$ cat src/rtl/seq_rca_addsub.sv
// Multi-cycle ripple-carry adder/subtractor.
// Each operation sums CHUNK bits per clock through a single registered carry,
// so one operation takes WIDTH/CHUNK BUSY cycles. Valid/ready handshakes sit on
// both the request side and the result side.
module seq_rca_addsub #(
    parameter int WIDTH = 16,
    parameter int CHUNK = 4
) (
    input  logic             clk,
    input  logic             rst_n,
    input  logic             in_valid,
    output logic             in_ready,
    input  logic [WIDTH-1:0] X,
    input  logic [WIDTH-1:0] Y,
    input  logic             Cin,
    input  logic             sub,
    output logic             out_valid,
    input  logic             out_ready,
    output logic [WIDTH-1:0] Sum,
    output logic             Cout,
    output logic             Ovf
);

    localparam int NCHUNK = (CHUNK > 0) ? WIDTH / CHUNK : 1;
    localparam int KW     = (NCHUNK > 1) ? $clog2(NCHUNK) : 1;

    // Reject parameter combinations that cannot be split into whole chunks.
    generate
        if (WIDTH < 1) begin : g_bad_width
            $error("seq_rca_addsub: WIDTH must be >= 1");
        end
        if (CHUNK < 1) begin : g_bad_chunk
            $error("seq_rca_addsub: CHUNK must be >= 1");
        end else if (WIDTH % CHUNK != 0) begin : g_bad_split
            $error("seq_rca_addsub: WIDTH must be a multiple of CHUNK");
        end
    endgenerate

    typedef enum logic [1:0] {
        IDLE = 2'd0,
        BUSY = 2'd1,
        DONE = 2'd2
    } state_t;

    state_t           state_q, state_d;
    logic [WIDTH-1:0] xr_q, xr_d;
    logic [WIDTH-1:0] yr_q, yr_d;       // Y, already inverted for subtract
    logic             c_q, c_d;         // carry between chunks
    logic [KW-1:0]    k_q, k_d;         // index of the chunk being summed
    logic [WIDTH-1:0] sum_q, sum_d;
    logic             cout_q, cout_d;
    logic             ovf_q, ovf_d;

    logic [CHUNK-1:0] x_chunk, y_chunk;
    logic [CHUNK:0]   chunk_res;        // {carry out, chunk sum}
    logic             last_chunk;
    logic             accept;

    assign x_chunk    = xr_q[k_q*CHUNK +: CHUNK];
    assign y_chunk    = yr_q[k_q*CHUNK +: CHUNK];
    assign chunk_res  = {1'b0, x_chunk} + {1'b0, y_chunk} + {{CHUNK{1'b0}}, c_q};
    assign last_chunk = (k_q == KW'(NCHUNK - 1));
    assign accept     = (state_q == IDLE) && in_valid;

    // State and datapath registers; reset drops any operation in flight.
    always_ff @(posedge clk) begin
        if (!rst_n) begin
            state_q <= IDLE;
            xr_q    <= '0;
            yr_q    <= '0;
            c_q     <= 1'b0;
            k_q     <= '0;
            sum_q   <= '0;
            cout_q  <= 1'b0;
            ovf_q   <= 1'b0;
        end else begin
            state_q <= state_d;
            xr_q    <= xr_d;
            yr_q    <= yr_d;
            c_q     <= c_d;
            k_q     <= k_d;
            sum_q   <= sum_d;
            cout_q  <= cout_d;
            ovf_q   <= ovf_d;
        end
    end

    // Next-state logic: accept in IDLE, sweep the chunks, hold until consumed.
    always_comb begin
        state_d = state_q;
        case (state_q)
            IDLE:    if (in_valid)   state_d = BUSY;
            BUSY:    if (last_chunk) state_d = DONE;
            DONE:    if (out_ready)  state_d = IDLE;
            default:                 state_d = IDLE;
        endcase
    end

    // Datapath: subtract is X + ~Y + ~Cin, so the borrow-in becomes an
    // inverted carry-in and Cout reads as "no borrow".
    always_comb begin
        xr_d   = xr_q;
        yr_d   = yr_q;
        c_d    = c_q;
        k_d    = k_q;
        sum_d  = sum_q;
        cout_d = cout_q;
        ovf_d  = ovf_q;
        if (accept) begin
            xr_d   = X;
            yr_d   = sub ? ~Y : Y;
            c_d    = sub ? ~Cin : Cin;
            k_d    = '0;
            sum_d  = '0;
            cout_d = 1'b0;
            ovf_d  = 1'b0;
        end else if (state_q == BUSY) begin
            sum_d[k_q*CHUNK +: CHUNK] = chunk_res[CHUNK-1:0];
            c_d = chunk_res[CHUNK];
            k_d = k_q + KW'(1);
            if (last_chunk) begin
                cout_d = chunk_res[CHUNK];
                // Operands of equal sign producing a result of the other sign.
                ovf_d  = (xr_q[WIDTH-1] == yr_q[WIDTH-1]) &&
                         (chunk_res[CHUNK-1] != xr_q[WIDTH-1]);
            end
        end
    end

    // Handshake outputs are decoded straight from the state.
    always_comb begin
        in_ready  = (state_q == IDLE);
        out_valid = (state_q == DONE);
    end

    assign Sum  = sum_q;
    assign Cout = cout_q;
    assign Ovf  = ovf_q;

endmodule

$ cat config.mk
export PLATFORM = sky130hd
export DESIGN_NAME = seq_rca_addsub
export DESIGN_NICKNAME = d
export VERILOG_FILES = /design/src/rtl/seq_rca_addsub.sv
export SDC_FILE = /design/constraint.sdc
export NUM_CORES = 1
export LEC_CHECK = 0
export ABC_AREA = 1
export CELL_PAD_IN_SITES_DETAIL_PLACEMENT = 0
export CELL_PAD_IN_SITES_GLOBAL_PLACEMENT = 1
export CORE_ASPECT_RATIO = 0.6
export CORE_MARGIN = 1.5
export CORE_UTILIZATION = 35
export CTS_BUF_LIST = sky130_fd_sc_hd__clkbuf_8
export DETAILED_ROUTE_END_ITERATION = 10
export PLACE_DENSITY = 0.75
export SLEW_MARGIN = 5
export SYNTH_ARGS = -nofsm -noshare
export SYNTH_HDL_FRONTEND = slang
export SYNTH_SLANG_ARGS = --single-unit
$ cat constraint.sdc
create_clock -name clk -period 3.6 [get_ports clk]
set_clock_uncertainty 0.15 [all_clocks]
set_input_delay 1.08 -clock clk [delete_from_list [all_inputs] [get_ports clk]]
set_output_delay 1.08 -clock clk [all_outputs]
set_load 0.02 [all_outputs]
==> reports/metrics.yaml, run 1 <==
detailed_routing:
  drtIter0Drc: 163
  drc: 0
  wirelength_um: 6350
  wl_per_cell_um: 12.9
  vias: 2282
  routed_via_density: 4.63
  postRouteAntennaNets: 0
  first_pass_iters: 4
floorplanning:
  ios: 58
  die_h_um: 69.8
  initial_utilization_pct: 36.0
  die_area_sq_um: 7990
  core_area_sq_um: 7240
  rows: 24
  die_w_um: 114
final_layout:
  drive_gt1_share_pct: 7.71
  num_antenna_cells: 0
  nNetsFinal: 437
  final_cell_mix: "65 x nor2_1, 57 x clkdlybuf4s50_1, 55 x dfxtp_1"
  final_common_cell: "nor2_1"
  nFillCells: 741
  area_growth_pct: 29.5
yosys:
  seq_area_frac_synth_pct: 42.3
  synth_area_sq_um: 2600
  synth_fp_nets: 381
  yosysWarnings: 0
  synthCells: 332
  post_synth.cell_area_avg_sq_um: 7.85
  ys_types: 32
  ys_seq_elements: 55
clocking:
  htree_levels: 2
  clockBufferDepth: 2
  cts_inserted_buffers: 5
  clk_pin_slew_worst_paths_ns: 0.10
  postCtsHoldBufs: 0
  post_cts_buffers: 0
  cts_resized: 0
  cts-root-buf: "clkbuf_8"
  cts_sinks: 55
  clkLatencyLatePin_ns: 0.30
  cts_tree: "done"
pwr:
  ir_drop_mv: 0.194
  total_power_mw: 1.32
  powerDensity_nw_per_um2: 390
  power_leakage_nw: 1.25
timing:
  fmax_ghz: 0.370
  min_period_ns: 2.70
  hold_viol_final: 0
  setup_viol: 0
  slew_violations: 0
  tns_ns: 0
  rsz0062_at_grt: "no"
  tightest_slew_ns: 0.389
  period_share_pct: 75.1
  max_slew_margin_pct: 74.1
setup_path:
  reg2reg_slack_ns: 0.90
  crit_type: "reg -> out"
  critPathMaxFanout: 3
  start_kind: "flip-flop"
  cp_data_required_time_ns: 2.37
  cp-end-kind: "primary output"
  arrival_ns: 1.47
global_route:
  grtUsageTotal_pct: 16.9
  grt_pass1_wl_um: 10700
  grt_pass1_vias: 2152
  antenna_found_initial: 0
  grt_max_degree: 35
  grt-ovfl-total: 0
status:
  status: "finished clean"
placed_design:
  gp_congestion: 0.837
  dpl.hpwl_um: 4920
  io_buffers: 57
job:
  max_cap_violations: 0
worst_hold_path:
  hold_class: "reg -> reg"
==> critical path: stages (launching register included) <==
cell             delay, ns
dfxtp_1               0.41
inv_1                 0.07
nor2_1                0.08
clkdlybuf4s50_1       0.60
==> flip-flops by register name, summed over array words and instances, names as in the netlist <==
signal,count
Ovf,1
yr_q,16
state_q,2
Sum,16
Cout,1
xr_q,16
k_q,2
c_q,1
==> final timing paths <==
kind                   start   endpoint  cells past startpoint
hold / removal        Sum[7]     Sum[7]                      2
setup reg to reg      k_q[0]    Sum[14]                     10
hold reg to reg       Sum[7]     Sum[7]                      2
setup / recovery  state_q[1]  out_valid                      3
==> power breakdown <==
group / total, mW / switching (mW) / internal (mW)
Sequential: 0.670 / 0.0253 / 0.645
Clock: 0.375 / 0.200 / 0.175
Combinational: 0.271 / 0.152 / 0.119
==> logic make-up (layout without fill, tap and decap cells) <==
kind of cell / after synthesis / after routing / synth area share (%)
compound gates: 82 / 82 / 17.6
xor+xnor: 18 / 18 / 6.05
fa+ha+maj: 11 / 11 / 5.86
buf+inv: 30 / 87 / 5.62
flops: 55 / 55 / 42.3
simple gates: 136 / 136 / 22.6
==> metal layers <==
layer / track usage [%] / vias up / routed length (um)
met3: 3.32 / 2 / 365
li1: - / 1207 / -
met5: 0 / - / 0
met4: 3.33 / 0 / 26
met1: 27.6 / 1010 / 3540
met2: 22.3 / 63 / 2420
==> synth_stat cells, drive strengths merged <==
master	n	area, sq um
buf	9	65.1
nand2	52	215
nand3b	1	7.51
o21a	2	15.0
nand4	3	18.8
nor3	1	5.00
xnor2	17	149
a21oi	18	90.1
xor2	1	8.76
nor2	71	287
dfxtp	55	1100
ha	9	113
nor4	1	21.3
o22ai	8	50.1
o211ai	1	7.51
a22oi	4	30.0
clkinv	2	7.51
a211oi	8	60.1
clkbuf	6	22.5
fa	2	40.0
nand3	7	35.0
inv	13	51.3
o21ai	41	205
==> per-stage QoR <==
stage	setup slack, ns	hold slack [ns]	instance area, sq um	util [%]	instances
2_1_floorplan	1.07	0.273	2610	-	332
3_3_place_gp	0.821	0.305	3270	45.2	485
3_5_place_dp	0.757	0.306	3270	45.2	485
4_1_cts	0.878	0.321	3370	46.6	493
5_1_grt	0.663	0.338	3370	46.6	493
6_report	0.898	0.318	3370	46.6	493
==> final cells by class <==
type                       instances  area (sq um)  share of cell area, %
clock inverter                     1          7.51                  0.222
timing repair buffer              64           623                   18.5
sequential                        55          1100                   32.6
inverter                          15          58.8                   1.74
clock buffer                       7          96.3                   2.86
multi-input combinational        247          1360                   40.2
tap                              104           130                   3.86
Note: power is estimated with default switching activity, not from simulation.
==> inputs of run 2 (changes only) <==
==> constraint.sdc (replaced) <==
create_clock -name clk -period 2.7 [get_ports clk]
set_clock_uncertainty 0.15 [all_clocks]
set_input_delay 0.81 -clock clk [delete_from_list [all_inputs] [get_ports clk]]
set_output_delay 0.81 -clock clk [all_outputs]
set_load 0.02 [all_outputs]
==> run 2 against run 1 <==
Critical path depth grew 6. Cell count grew 1.2%. Combinational power grew 41%. Core utilization grew 1.0 points. Die area is the same. Worst setup slack lost 0.64 ns. Flip-flop and latch count is the same. Non-clock buffer count grew 6. Hold slack gained 0.0015 ns. Register-to-register slack lost 0.64 ns.
==> reports/metrics.yaml, run 2 (same netlist as run 1, synthesis figures left out) <==
status:
  status: "finished clean"
global_route:
  grt-ovfl-total: 0  # unchanged
  grt_util_met1_pct: 26.7  # -0.85 points
  grt_pass1_vias: 2154  # +0.093%
  grt_max_degree: 21  # -40%
  grt_pass1_wl_um: 10600  # -0.51%
  grtUsageMet3_pct: 3.41  # +0.087 points
  grtUsageTotal_pct: 16.9  # +0.043 points
  antenna_found_initial: 0  # unchanged
  grt_use_met2_pct: 23.4  # +1.1 points
  grt_busiest_layer: "met1"
placed_design:
  io_buffers: 57  # unchanged
  dp_cells: 491  # +1.2%
  dpl.hpwl_um: 5000  # +1.6%
  dp_slack_ns: 0.199  # -0.558 ns
  gp_congestion: 0.798  # -4.7%
  placed_cell_area_sq_um: 3320  # +1.4%
final_layout:
  area_growth_pct: 32.4
  final_cell_mix: "65 x nor2_1, 57 x clkdlybuf4s50_1, 55 x dfxtp_1"
  fin_cells: 499  # +1.2%
  nFillCells: 740  # -0.13%
  fin_area_sq_um: 3450  # +2.2%
  nNetsFinal: 443  # +1.4%
  num_antenna_cells: 0  # unchanged
  final_common_cell: "nor2_1"
  drive_gt1_share_pct: 10.4  # +2.7 points
clocking:
  clockBufferDepth: 2  # unchanged
  postCtsHoldBufs: 0  # unchanged
  clk_pin_slew_worst_paths_ns: 0.10  # about the same
  htree_levels: 2  # unchanged
  cts-root-buf: "clkbuf_8"
  cts_sinks: 55  # unchanged
  clkLatencyLatePin_ns: 0.30  # about the same
  cts_tree: "done"
  cts_inserted_buffers: 5  # unchanged
timing:
  tightest_slew_ns: 0.399  # +0.00956 ns
  min_period_ns: 2.45
  tns_ns: 0  # unchanged
  slew_violations: 0  # unchanged
  rsz0062_at_grt: "no"
  fmax_ghz: 0.409
  hold_viol_final: 0  # unchanged
  period_share_pct: 90.6
  worst_slack_ns: 0.255  # -0.643 ns
  whs_ns: 0.319  # +0.00149 ns
  setup_viol: 0  # unchanged
  max_slew_margin_pct: 73.4  # -0.64 points
setup_path:
  reg2reg_slack_ns: 0.25  # -0.64 ns
  cp_data_required_time_ns: 2.80  # +0.43 ns
  crit_type: "reg -> reg"
  start_kind: "flip-flop"
  startpoint: "k_q[0]"
  cp-end-kind: "flip-flop"
  critPathMaxFanout: 15  # +12
  rr_endpoint: "Sum[13]"
  arrival_ns: 2.54  # +1.07 ns
  r2r_cells: 9  # -1
  worst_r2r_startpoint: "k_q[0]"
worst_hold_path:
  min-delay-start: "Sum[7]"
  worstHoldEndpoint: "Sum[7]"
  hold_class: "reg -> reg"
  worstHoldPathCells: 2  # unchanged
detailed_routing:
  wl_per_cell_um: 12.9  # +0.20%
  drtIter0Drc: 144  # -12%
  drc: 0  # unchanged
  routed_via_density: 4.67  # +0.88%
  wirelength_um: 6440  # +1.4%
  postRouteAntennaNets: 0  # unchanged
  vias: 2330  # +2.1%
  first_pass_iters: 4  # unchanged
floorplanning:
  die_area_sq_um: 7990  # unchanged
  core_area_sq_um: 7240  # unchanged
  die_h_um: 69.8  # unchanged
  ios: 58  # unchanged
  rows: 24  # unchanged
  initial_utilization_pct: 36.0  # unchanged
  die_w_um: 114  # unchanged
pwr:
  powerDensity_nw_per_um2: 536  # +37%
  power_leakage_nw: 1.28  # +3.1%
  switching_share_pct: 27.9  # -0.77 points
  pwr-share-seq_pct: 48.3  # -2.6 points
  switching_power_mw: 0.516  # +37%
  ir_drop_mv: 0.196  # +1.3%
  power_frac_comb_pct: 20.7  # about the same
  clockPowerShare_pct: 31.0  # +2.5 points
  p_int_mw: 1.33  # +42%
job:
  max_cap_violations: 0  # unchanged
## run 2: per-layer routing
| metal | part of all wire [%] | wire [um] |
|---|---|---|
| met5 | 0 | 0 |
| met4 | 0.39 | 25 |
| met3 | 4.5 | 287 |
| met2 | 39 | 2510 |
| met1 | 56 | 3620 |
## run 2: how the worst max path moves through the flow
stage,to,slack [ns],cells past startpoint
floorplan,Sum[14],0.17,11
global placement,c_q,0.25,11
detailed placement,Sum[6],0.20,10
CTS,Sum[6],0.17,10
global route,Sum[14],0.07,10
finish,Sum[13],0.25,9
## run 2: what timing repair did
| item | CTS | global route |
|---|---|---|
| resized for setup | 0 | 5 |
| setup endpoints to repair | 0 | 3 |
| buffers inserted | 0 | 0 |
## run 2: power groups by stage
| stage | clock, mW | combinational, mW | sequential, mW |
|---|---|---|---|
| 2_1_floorplan | 0 | 0.239 | 0.904 |
| 3_3_place_gp | 0 | 0.365 | 0.912 |
| 3_5_place_dp | 0 | 0.371 | 0.912 |
| 4_1_cts | 0.583 | 0.373 | 0.894 |
| 5_1_grt | 0.619 | 0.427 | 0.901 |
| 6_report | 0.573 | 0.382 | 0.894 |
## run 2: worst max-delay path: stages (launching register included)
cell and delay (ns):
dfxtp_1 0.34, buf_4 0.20, o21ai_0 0.18, o22ai_1 0.12, fa_2 0.40, fa_2 0.57, nand2_1 0.06, nor2_1 0.18
nand2_1 0.08, a21oi_1 0.11
## run 2: area by class of cell
class                   count  area, sq um  share of cell area [%]
multi-input cells         247         1370                    39.8
flip-flops and latches     55         1100                    31.9
repair buffers             70          668                    19.4
well taps                 104          130                    3.77
clock buffers               6         82.6                    2.39
inverters                  15         58.8                    1.70
clock inverters             2         35.0                    1.02
## run 2: per-stage QoR
step                      utilization (%)  power [mW]
after floorplan                         -        1.14
after global placement               45.8        1.28
after detailed placement             45.8        1.28
after CTS                            47.4        1.85
after global routing                 47.7        1.95
final                                47.7        1.85
==> inputs of run 3 (changes only) <==
--- a/config.mk
+++ b/config.mk
@@ -14,6 +14,7 @@
 export CTS_BUF_LIST = sky130_fd_sc_hd__clkbuf_8
 export DETAILED_ROUTE_END_ITERATION = 10
 export PLACE_DENSITY = 0.75
+export SETUP_SLACK_MARGIN = 0.02
 export SLEW_MARGIN = 5
 export SYNTH_ARGS = -nofsm -noshare
 export SYNTH_HDL_FRONTEND = slang
==> results of run 3 <==
The final DEF is identical to that of run 2; final timing and power are the same.
